`src/rtl/mat_slice_lsu_if.sv`:
```
// Data-memory bus between the matrix-slice LSU (master) and data memory (slave).
interface mat_slice_lsu_if #(
  parameter int unsigned XLEN = 32
);
  logic            dmem_req;
  logic            dmem_we;
  logic [31:0]     dmem_addr;
  logic [XLEN-1:0] dmem_wdata;
  logic            dmem_gnt;
  logic            dmem_rvalid;
  logic [XLEN-1:0] dmem_rdata;

  modport master (
    output dmem_req, dmem_we, dmem_addr, dmem_wdata,
    input  dmem_gnt, dmem_rvalid, dmem_rdata
  );

  modport slave (
    input  dmem_req, dmem_we, dmem_addr, dmem_wdata,
    output dmem_gnt, dmem_rvalid, dmem_rdata
  );
endinterface

```
`src/rtl/mat_slice_lsu.sv`:
```
// Matrix-slice load/store sequencer: one data-memory beat per slice element,
// loads written to the matrix register file as a whole slice on completion.
module mat_slice_lsu #(
  parameter int unsigned ROWS = 4,
  parameter int unsigned XLEN = 32
) (
  input  logic                 clk,
  input  logic                 rst,
  input  logic                 start_i,
  input  logic                 mem_read_i,
  input  logic                 mem_write_i,
  input  logic [31:0]          base_addr_i,
  input  logic [1:0]           mat_rd_i,
  input  logic [ROWS*XLEN-1:0] st_slice_i,
  output logic                 stall_o,
  output logic                 done_o,
  output logic                 err_o,
  mat_slice_lsu_if.master      dmem,
  output logic                 mrf_we_o,
  output logic [1:0]           mrf_waddr_o,
  output logic [ROWS*XLEN-1:0] mrf_wdata_o
);

  localparam int unsigned BW = (ROWS > 1) ? $clog2(ROWS) : 1;
  localparam int unsigned SW = ROWS * XLEN;
  localparam logic [BW-1:0] LAST = BW'(ROWS - 1);

  typedef enum logic [1:0] {IDLE, REQ, WAIT_R, DONE} state_t;

  state_t          state_q, state_d;
  logic [BW-1:0]   beat_q;
  logic            op_we_q;
  logic            err_q;
  logic [31:0]     base_q;
  logic [1:0]      rd_q;
  logic [SW-1:0]   st_q;
  logic [SW-1:0]   buf_q;

  logic            accept;
  logic            reject;
  logic            beat_inc;
  logic            capture;
  logic            is_last;
  logic            aligned;

  assign is_last = (beat_q == LAST);
  assign aligned = (base_addr_i[1:0] == 2'b00);

  // State register
  always_ff @(posedge clk or posedge rst) begin
    if (rst) state_q <= IDLE;
    else     state_q <= state_d;
  end

  // Next-state and datapath strobes
  always_comb begin
    state_d  = state_q;
    accept   = 1'b0;
    reject   = 1'b0;
    beat_inc = 1'b0;
    capture  = 1'b0;
    case (state_q)
      IDLE: begin
        if (start_i && (mem_read_i ^ mem_write_i) && aligned) begin
          accept  = 1'b1;
          state_d = REQ;
        end else if (start_i && (mem_read_i || mem_write_i)) begin
          // both directions requested or misaligned base: fail without access
          reject  = 1'b1;
          state_d = DONE;
        end
      end
      REQ: begin
        if (dmem.dmem_gnt) begin
          if (!op_we_q) begin
            state_d = WAIT_R;
          end else if (is_last) begin
            state_d = DONE;
          end else begin
            beat_inc = 1'b1;
          end
        end
      end
      WAIT_R: begin
        if (dmem.dmem_rvalid) begin
          capture = 1'b1;
          if (is_last) begin
            state_d = DONE;
          end else begin
            beat_inc = 1'b1;
            state_d  = REQ;
          end
        end
      end
      DONE: state_d = IDLE;
      default: state_d = IDLE;
    endcase
  end

  // Operation context latched at accept, beat counter and error flag
  always_ff @(posedge clk or posedge rst) begin
    if (rst) begin
      beat_q  <= '0;
      op_we_q <= 1'b0;
      err_q   <= 1'b0;
      base_q  <= '0;
      rd_q    <= '0;
      st_q    <= '0;
    end else if (accept) begin
      beat_q  <= '0;
      op_we_q <= mem_write_i;
      err_q   <= 1'b0;
      base_q  <= base_addr_i;
      rd_q    <= mat_rd_i;
      st_q    <= st_slice_i;
    end else if (reject) begin
      err_q   <= 1'b1;
    end else if (beat_inc) begin
      beat_q  <= beat_q + BW'(1);
    end
  end

  // Load slice buffer, one element per returned beat
  always_ff @(posedge clk or posedge rst) begin
    if (rst) begin
      buf_q <= '0;
    end else if (capture) begin
      buf_q[32'(beat_q) * XLEN +: XLEN] <= dmem.dmem_rdata;
    end
  end

  assign dmem.dmem_req   = (state_q == REQ);
  assign dmem.dmem_we    = (state_q == REQ) && op_we_q;
  assign dmem.dmem_addr  = base_q + (32'(beat_q) << 2);
  assign dmem.dmem_wdata = st_q[32'(beat_q) * XLEN +: XLEN];

  assign done_o      = (state_q == DONE);
  assign err_o       = (state_q == DONE) && err_q;
  assign mrf_we_o    = (state_q == DONE) && !err_q && !op_we_q;
  assign mrf_waddr_o = rd_q;
  assign mrf_wdata_o = buf_q;

  // Stall while sequencing, and in the cycle a memory instruction arrives
  assign stall_o = (state_q == REQ) || (state_q == WAIT_R) ||
                   ((state_q == IDLE) && start_i && (mem_read_i || mem_write_i));

endmodule

```
`src/flat_wrapper.sv`:
```
// flat-port wrapper written by rule: the top's interface ports become plain ports
module mat_slice_lsu_flat 
#(
  parameter int unsigned ROWS = 4,
  parameter int unsigned XLEN = 32
)
  (clk, rst, start_i, mem_read_i, mem_write_i, base_addr_i, mat_rd_i, st_slice_i, stall_o, done_o, err_o, mrf_we_o, mrf_waddr_o, mrf_wdata_o, dmem_dmem_req, dmem_dmem_we, dmem_dmem_addr, dmem_dmem_wdata, dmem_dmem_gnt, dmem_dmem_rvalid, dmem_dmem_rdata);
  mat_slice_lsu_if #(.XLEN(XLEN)) dmem_i ();
  input  logic clk;
  input  logic rst;
  input  logic start_i;
  input  logic mem_read_i;
  input  logic mem_write_i;
  input  logic [31:0] base_addr_i;
  input  logic [1:0] mat_rd_i;
  input  logic [ROWS*XLEN-1:0] st_slice_i;
  output logic stall_o;
  output logic done_o;
  output logic err_o;
  output logic mrf_we_o;
  output logic [1:0] mrf_waddr_o;
  output logic [ROWS*XLEN-1:0] mrf_wdata_o;
  output wire logic [$bits(dmem_i.dmem_req)-1:0] dmem_dmem_req;
  output wire logic [$bits(dmem_i.dmem_we)-1:0] dmem_dmem_we;
  output wire logic [$bits(dmem_i.dmem_addr)-1:0] dmem_dmem_addr;
  output wire logic [$bits(dmem_i.dmem_wdata)-1:0] dmem_dmem_wdata;
  input wire logic [$bits(dmem_i.dmem_gnt)-1:0] dmem_dmem_gnt;
  input wire logic [$bits(dmem_i.dmem_rvalid)-1:0] dmem_dmem_rvalid;
  input wire logic [$bits(dmem_i.dmem_rdata)-1:0] dmem_dmem_rdata;
  assign dmem_dmem_req = dmem_i.dmem_req;
  assign dmem_dmem_we = dmem_i.dmem_we;
  assign dmem_dmem_addr = dmem_i.dmem_addr;
  assign dmem_dmem_wdata = dmem_i.dmem_wdata;
  assign dmem_i.dmem_gnt = dmem_dmem_gnt;
  assign dmem_i.dmem_rvalid = dmem_dmem_rvalid;
  assign dmem_i.dmem_rdata = dmem_dmem_rdata;
  mat_slice_lsu #(.ROWS(ROWS), .XLEN(XLEN)) u_core (.clk(clk), .rst(rst), .start_i(start_i), .mem_read_i(mem_read_i), .mem_write_i(mem_write_i), .base_addr_i(base_addr_i), .mat_rd_i(mat_rd_i), .st_slice_i(st_slice_i), .stall_o(stall_o), .done_o(done_o), .err_o(err_o), .dmem(dmem_i), .mrf_we_o(mrf_we_o), .mrf_waddr_o(mrf_waddr_o), .mrf_wdata_o(mrf_wdata_o));
endmodule
```
`config.mk`:
```
export PLATFORM = sky130hd
export DESIGN_NAME = mat_slice_lsu_flat
export DESIGN_NICKNAME = d
export VERILOG_FILES = /design/src/rtl/mat_slice_lsu_if.sv /design/src/rtl/mat_slice_lsu.sv /design/src/flat_wrapper.sv
export SDC_FILE = /design/constraint.sdc
export NUM_CORES = 1
export LEC_CHECK = 0
export CAP_MARGIN = 0
export CORE_MARGIN = 2
export CORE_UTILIZATION = 42
export CTS_BUF_LIST = sky130_fd_sc_hd__clkbuf_4 sky130_fd_sc_hd__clkbuf_8 sky130_fd_sc_hd__clkbuf_16
export CTS_CLUSTER_SIZE = 16
export DETAILED_ROUTE_END_ITERATION = 12
export GPL_TIMING_DRIVEN = 0
export PLACE_DENSITY = 0.77
export SLEW_MARGIN = 40
export SYNTH_ARGS = -nofsm -noshare
export SYNTH_HDL_FRONTEND = slang
export SYNTH_SLANG_ARGS = --single-unit
```
`constraint.sdc`:
```
create_clock -name clk -period 8.9 [get_ports clk]
set_clock_uncertainty 0.1 [all_clocks]
set_input_delay 1.335 -clock clk [delete_from_list [all_inputs] [get_ports clk]]
set_output_delay 1.335 -clock clk [all_outputs]
set_load 0.02 [all_outputs]
```
==> results of run 1 <==
-- per-layer routing --
metal  vias to the layer above  wire, um  GRT usage (%)
met3                        69      3700           8.66
met2                       392     18700           41.8
met5                         -        41              0
li1                       3949         -              -
met1                      4536     14000           28.4
met4                         6      1210           7.71
-- state kept, by name (all words and copies together), names as in the netlist --
signal,cells
u_core.beat_q,2
u_core.mrf_waddr_o,2
u_core.op_we_q,1
u_core.mrf_wdata_o,128
u_core.st_q,128
u_core.err_q,1
u_core.base_q,32
u_core.state_q,2
-- critical path, stage by stage (launching register included) --
cell	delay [ns]
dfrtp_1	0.46
buf_2	0.30
buf_2	0.40
inv_1	0.21
fa_1	0.50
nor3_1	0.34
buf_2	0.30
nand4_1	0.15
xnor2_1	0.22
clkdlybuf4s50_1	0.64
-- worst paths after layout --
path / from / to
setup reg to reg: u_core.beat_q[1] / u_core.mrf_wdata_o[116]
max in group asynchronous: rst / u_core.st_q[74]
hold / removal: u_core.base_q[1] / u_core.base_q[1]
hold reg to reg: u_core.base_q[1] / u_core.base_q[1]
setup / recovery: u_core.beat_q[1] / dmem_dmem_addr[18]
min in group asynchronous: rst / u_core.mrf_wdata_o[46]
-- area by class of cell --
cell class,count,area share [%]
inverters,14,0.309
clock buffers,38,4.58
multi-input cells,450,25.6
diodes,1,0.0137
well taps,384,2.63
flip-flops and latches,296,40.6
repair buffers,413,23.5
clock inverters,18,1.15
plain buffers,53,1.61
-- cells in the mapped netlist, drive strengths merged --
library cell  number  area [um2]
dfrtp            296        7410
mux2             159        1790
a22o             128        1120
buf               41         249
mux4              32         721
xnor2             25         219
nand3             19        95.1
ha                14         175
inv               14        52.6
clkbuf            12        45.0
nand2             11        41.3
nand4              9        56.3
and2               7        43.8
nor2               6        22.5
and3               4        25.0
nor4               4        58.8
nor4b              4        71.3
o21ai              4        20.0
xor2               4        35.0
nor3               3        20.0
a21oi              2        10.0
a32oi              2        17.5
nor2b              2        12.5
a211oi             1        7.51
and3b              1        8.76
and4               1        8.76
and4bb             1        12.5
fa                 1        20.0
mux2i              1        10.0
nand2b             1        6.26
nor3b              1        7.51
o211ai             1        7.51
o32a               1        10.0
or2                1        6.26
-- per-stage QoR --
stage	setup slack, ns	total power [mW]	utilization (%)
after floorplan	3.53	3.52	-
after CTS	3.26	6.06	63.0
after detailed placement	3.89	4.72	59.4
final	3.39	6.01	63.0
after global placement	1.43	4.64	58.4
after global routing	3.12	6.30	63.0
-- kinds of logic after synthesis --
logic type / Yosys count / share of synthesized area (%)
flip-flops: 296 / 59.7
adder cells (fa/ha/maj): 15 / 1.57
multiplexers: 192 / 20.3
buffers and inverters: 67 / 2.79
XOR/XNOR: 29 / 2.05
AO/OA/AOI/OAI: 139 / 9.62
AND/OR/NAND/NOR: 75 / 4.00
-- power groups by stage --
| stage | logic (mW) | clock network (mW) | registers (mW) |
|---|---|---|---|
| after floorplan | 1.20 | 0 | 2.32 |
| after global placement | 2.47 | 0 | 2.17 |
| after detailed placement | 2.53 | 0 | 2.19 |
| after CTS | 2.54 | 1.35 | 2.17 |
| after global routing | 2.67 | 1.40 | 2.24 |
| final | 2.51 | 1.32 | 2.18 |
==> flow_summary.ini, run 1 <==
[cts]
clockBufferDepth = 3
cts_resized = 0
cts_setup_buffers = 0
cts_made_buffers = 30
cts-htree-levels = 1
clk_pin_slew_ns = 0.07
cts-root-buf = clkbuf_16
clock_latency_ns = 0.56
cts.sinks = 296
cts_tree = built
hold_buffers = 0

[yosys]
syn-num-nets = 1029
yosysSeqAreaShare_pct = 59.7
syn_inst = 813
syn_avg_cell_area_um2 = 15.3
synth_area_mm2 = 0.0124
synth_seq_cells = 296
synth_cell_types = 41
yosysWarnings = 0

[timing]
finalHoldViolCount = 0
finalSetupTns_ns = 0
setup_viol = 0
period_share_pct = 61.9
fmax_mhz = 181
worst_pin_slew_ns = 0.831
slew_headroom_pct = 44.6
rsz0062_at_grt = false
maxSlewViolCount = 0
whs_ns = 0.391
final.min_clock_period_ns = 5.51

[finish]
seqCellArea_mm2 = 0.00741
final_nets = 1474
fillers = 2163
drive_above_1_share_pct = 24.3
finish.instance_area_mm2 = 0.0182
layout.cells.non_filler = 1667
layout_commonest_cell = clkdlybuf4s50_1
final_cell_mix = 400 x clkdlybuf4s50_1, 296 x dfrtp_1, 159 x mux2_2
synthToLayoutAreaGrowth_pct = 46.9
multiInputGateArea_mm2 = 0.00466

[routing]
drc = 0
avgViaCountPerCell = 5.37
num_vias = 8952
drt_wl_total_mm = 37.7
first_pass_iters = 5
wl_per_cell_um = 22.6
antenna_left = 0
drtIter0Drc = 432

[pwr]
clockPowerShare_pct = 21.9
p_leak_nw = 8.01
seqPwrFrac_pct = 36.2
combinationalPowerShare_pct = 41.8
vdd_drop_max_mv = 0.223
power_density_mw_per_mm2 = 329
power_switching_mw = 2.02
internal_power_mw = 3.99
p_sw_share_pct = 33.6

[grt]
grt_overflow = 0
antenna_found_initial = 4
grt_pass1_wl_mm = 57.3
first_global_vias = 9515
grt_max_degree = 28
grt_use_total_pct = 24.3

[worst_setup_path]
worstPathMaxFanout = 10
end_kind = output port
cp-start-kind = flip-flop
critPathArrivalTime_ns = 4.07
crit_type = flip-flop to output port
required_ns = 7.47
reg2regPathDepth = 7
r2r_slack_ns = 5.68

[hold_path]
hp-class = flip-flop to flip-flop
holdPathStages = 1

[placed_design]
dp.cells = 1610
dp_hpwl_mm = 28.9
place_area_mm2 = 0.0172
finalWeightedCongestion = 0.853
portBuffers = 400

[die]
ios = 401
placementRows = 62
initial_core_util_pct = 42.9
die_x_um = 176
die_area_mm2 = 0.0309
coreArea_mm2 = 0.0289
die_h_um = 176

[outcome]
status = finished clean

[run]
drv_cap = 0
No activity file was read; power rests on OpenSTA's default activity.
==> run 2, diff against run 1 <==
Settings changed: CORE_UTILIZATION 42 to 47, PLACE_DENSITY 0.77 to 0.81.
Clock period 8.9 ns to 5.58 ns, I/O delays scaled along.
==> run 2 against run 1 <==
Against the previous run: die area is 10% lower; sequential share of layout area shrank 0.12 points; via count grew 2.0%; flip-flop and latch count stayed put; critical path type unchanged; critical endpoint unchanged; largest cell class unchanged.
==> flow_summary.ini, run 2 (synthesis results as in run 1) <==
[timing]
worst_pin_slew_ns = 0.852
finalHoldViolCount = 0
setup_viol = 0
rsz0062_at_grt = false
period_share_pct = 89.8
maxSlewViolCount = 0
slew_headroom_pct = 43.2
final.min_clock_period_ns = 5.01
fmax_mhz = 200
finalSetupTns_ns = 0

[die]
placementRows = 59
die_h_um = 167
ios = 401
die_area_mm2 = 0.0277
coreArea_mm2 = 0.0260
initial_core_util_pct = 47.8
die_x_um = 167

[cts]
cts-htree-levels = 1
cts_resized = 0
cts-root-buf = clkbuf_16
clockBufferDepth = 3
clock_latency_ns = 0.56
cts_made_buffers = 30
clk_pin_slew_ns = 0.06
hold_buffers = 0
cts_tree = built
cts.sinks = 296
cts_setup_buffers = 0

[finish]
finish.instance_area_mm2 = 0.0183
final_nets = 1475
synthToLayoutAreaGrowth_pct = 47.3
final_cell_mix = 400 x clkdlybuf4s50_1, 296 x dfrtp_1, 159 x mux2_2
fillers = 1764
layout_commonest_cell = clkdlybuf4s50_1
drive_above_1_share_pct = 24.3

[worst_setup_path]
reg2reg_from = u_core.beat_q[1]
r2r-end = u_core.mrf_wdata_o[116]
critPathArrivalTime_ns = 4.07
required_ns = 4.64
cp-start-kind = flip-flop
reg2regPathDepth = 7
crit_type = flip-flop to output port
r2r_slack_ns = 2.39
end_kind = output port
worstPathMaxFanout = 10

[routing]
wl_per_cell_um = 23.5
drc = 0
first_pass_iters = 5
avgViaCountPerCell = 5.63
drt_wl_total_mm = 38.0
drtIter0Drc = 598
num_vias = 9129
antenna_left = 0

[run]
drv_cap = 0

[pwr]
finalPower_mw = 9.72
power_density_mw_per_mm2 = 532
p_leak_nw = 8.08
vdd_drop_max_mv = 0.524

[hold_path]
hp-start = u_core.mrf_wdata_o[91]
holdPathStages = 1
whs_endpoint = u_core.mrf_wdata_o[91]
hp-class = flip-flop to flip-flop

[grt]
grt_overflow = 0
first_global_vias = 9679
grt_max_degree = 26
grt_pass1_wl_mm = 58.4
antenna_found_initial = 7
grt_use_total_pct = 27.2

[placed_design]
finalWeightedCongestion = 0.874
portBuffers = 400
dp_hpwl_mm = 28.4
place_area_mm2 = 0.0172

[outcome]
status = finished clean
[run 2: changes by cell type in the layout (fill, tap and decap cells not counted), sizes merged]
cell,delta
diode,+3
bufinv,+1
clkbuf,+2
buf,+1
clkinvlp,-4
[run 2: how the worst max path moves through the flow]
| stage | from | end | slack (ns) | cells after the start |
|---|---|---|---|---|
| floorplan | rst | u_core.base_q[0] | 0.71 | 1 |
| global placement | rst | u_core.st_q[110] | -1.38 | 2 |
| detailed placement | u_core.beat_q[1] | dmem_dmem_addr[18] | 1.12 | 9 |
| CTS | u_core.beat_q[1] | dmem_dmem_addr[18] | 0.53 | 9 |
| global route | u_core.beat_q[1] | dmem_dmem_addr[22] | 0.38 | 9 |
| finish | u_core.beat_q[1] | dmem_dmem_addr[18] | 0.57 | 9 |
[run 2: through the flow]
| stage | utilization, % | setup WS [ns] | hold WS (ns) | cells |
|---|---|---|---|---|
| 3_3_place_gp | 64.8 | -1.38 | 0.373 | 1548 |
| 5_1_grt | 70.4 | 0.380 | 0.413 | 1620 |
| 2_1_floorplan | - | 0.712 | 0.355 | 813 |
| 6_report | 70.4 | 0.570 | 0.402 | 1621 |
| 4_1_cts | 70.3 | 0.525 | 0.403 | 1617 |
| 3_5_place_dp | 66.1 | 1.12 | 0.389 | 1562 |
[run 2: area by class of cell]
class / instances / area (um2) / area share (%)
Antenna cell: 4 / 10.0 / 0.0547
Tap cell: 335 / 419 / 2.29
Inverter: 14 / 56.3 / 0.308
Clock inverter: 15 / 203 / 1.11
Sequential cell: 296 / 7410 / 40.5
Buffer: 53 / 294 / 1.61
Clock buffer: 40 / 893 / 4.89
Timing Repair Buffer: 414 / 4340 / 23.8
Multi-Input combinational cell: 450 / 4660 / 25.5
[run 2: where the power goes]
group / internal [mW] / leakage, nW / switching (mW)
sequential: 2.95 / 3.91 / 0.528
clock: 1.35 / 0.550 / 0.865
combinational: 2.18 / 3.61 / 1.86
total: 6.47 / 8.08 / 3.25
[run 2: metal layers]
metal	global-route usage [%]	routed length, um
met5	0	41
met2	46.7	18800
met1	32.4	14500
met3	8.53	3340
met4	9.60	1340
[run 2: critical path, cell delays in order (launching register included)]
cell and delay (ns):
dfrtp_1 0.48, buf_2 0.30, buf_2 0.42, inv_1 0.21, fa_1 0.51, nor3_1 0.32, buf_2 0.29, nand4_1 0.14
xnor2_1 0.21, clkdlybuf4s50_1 0.64
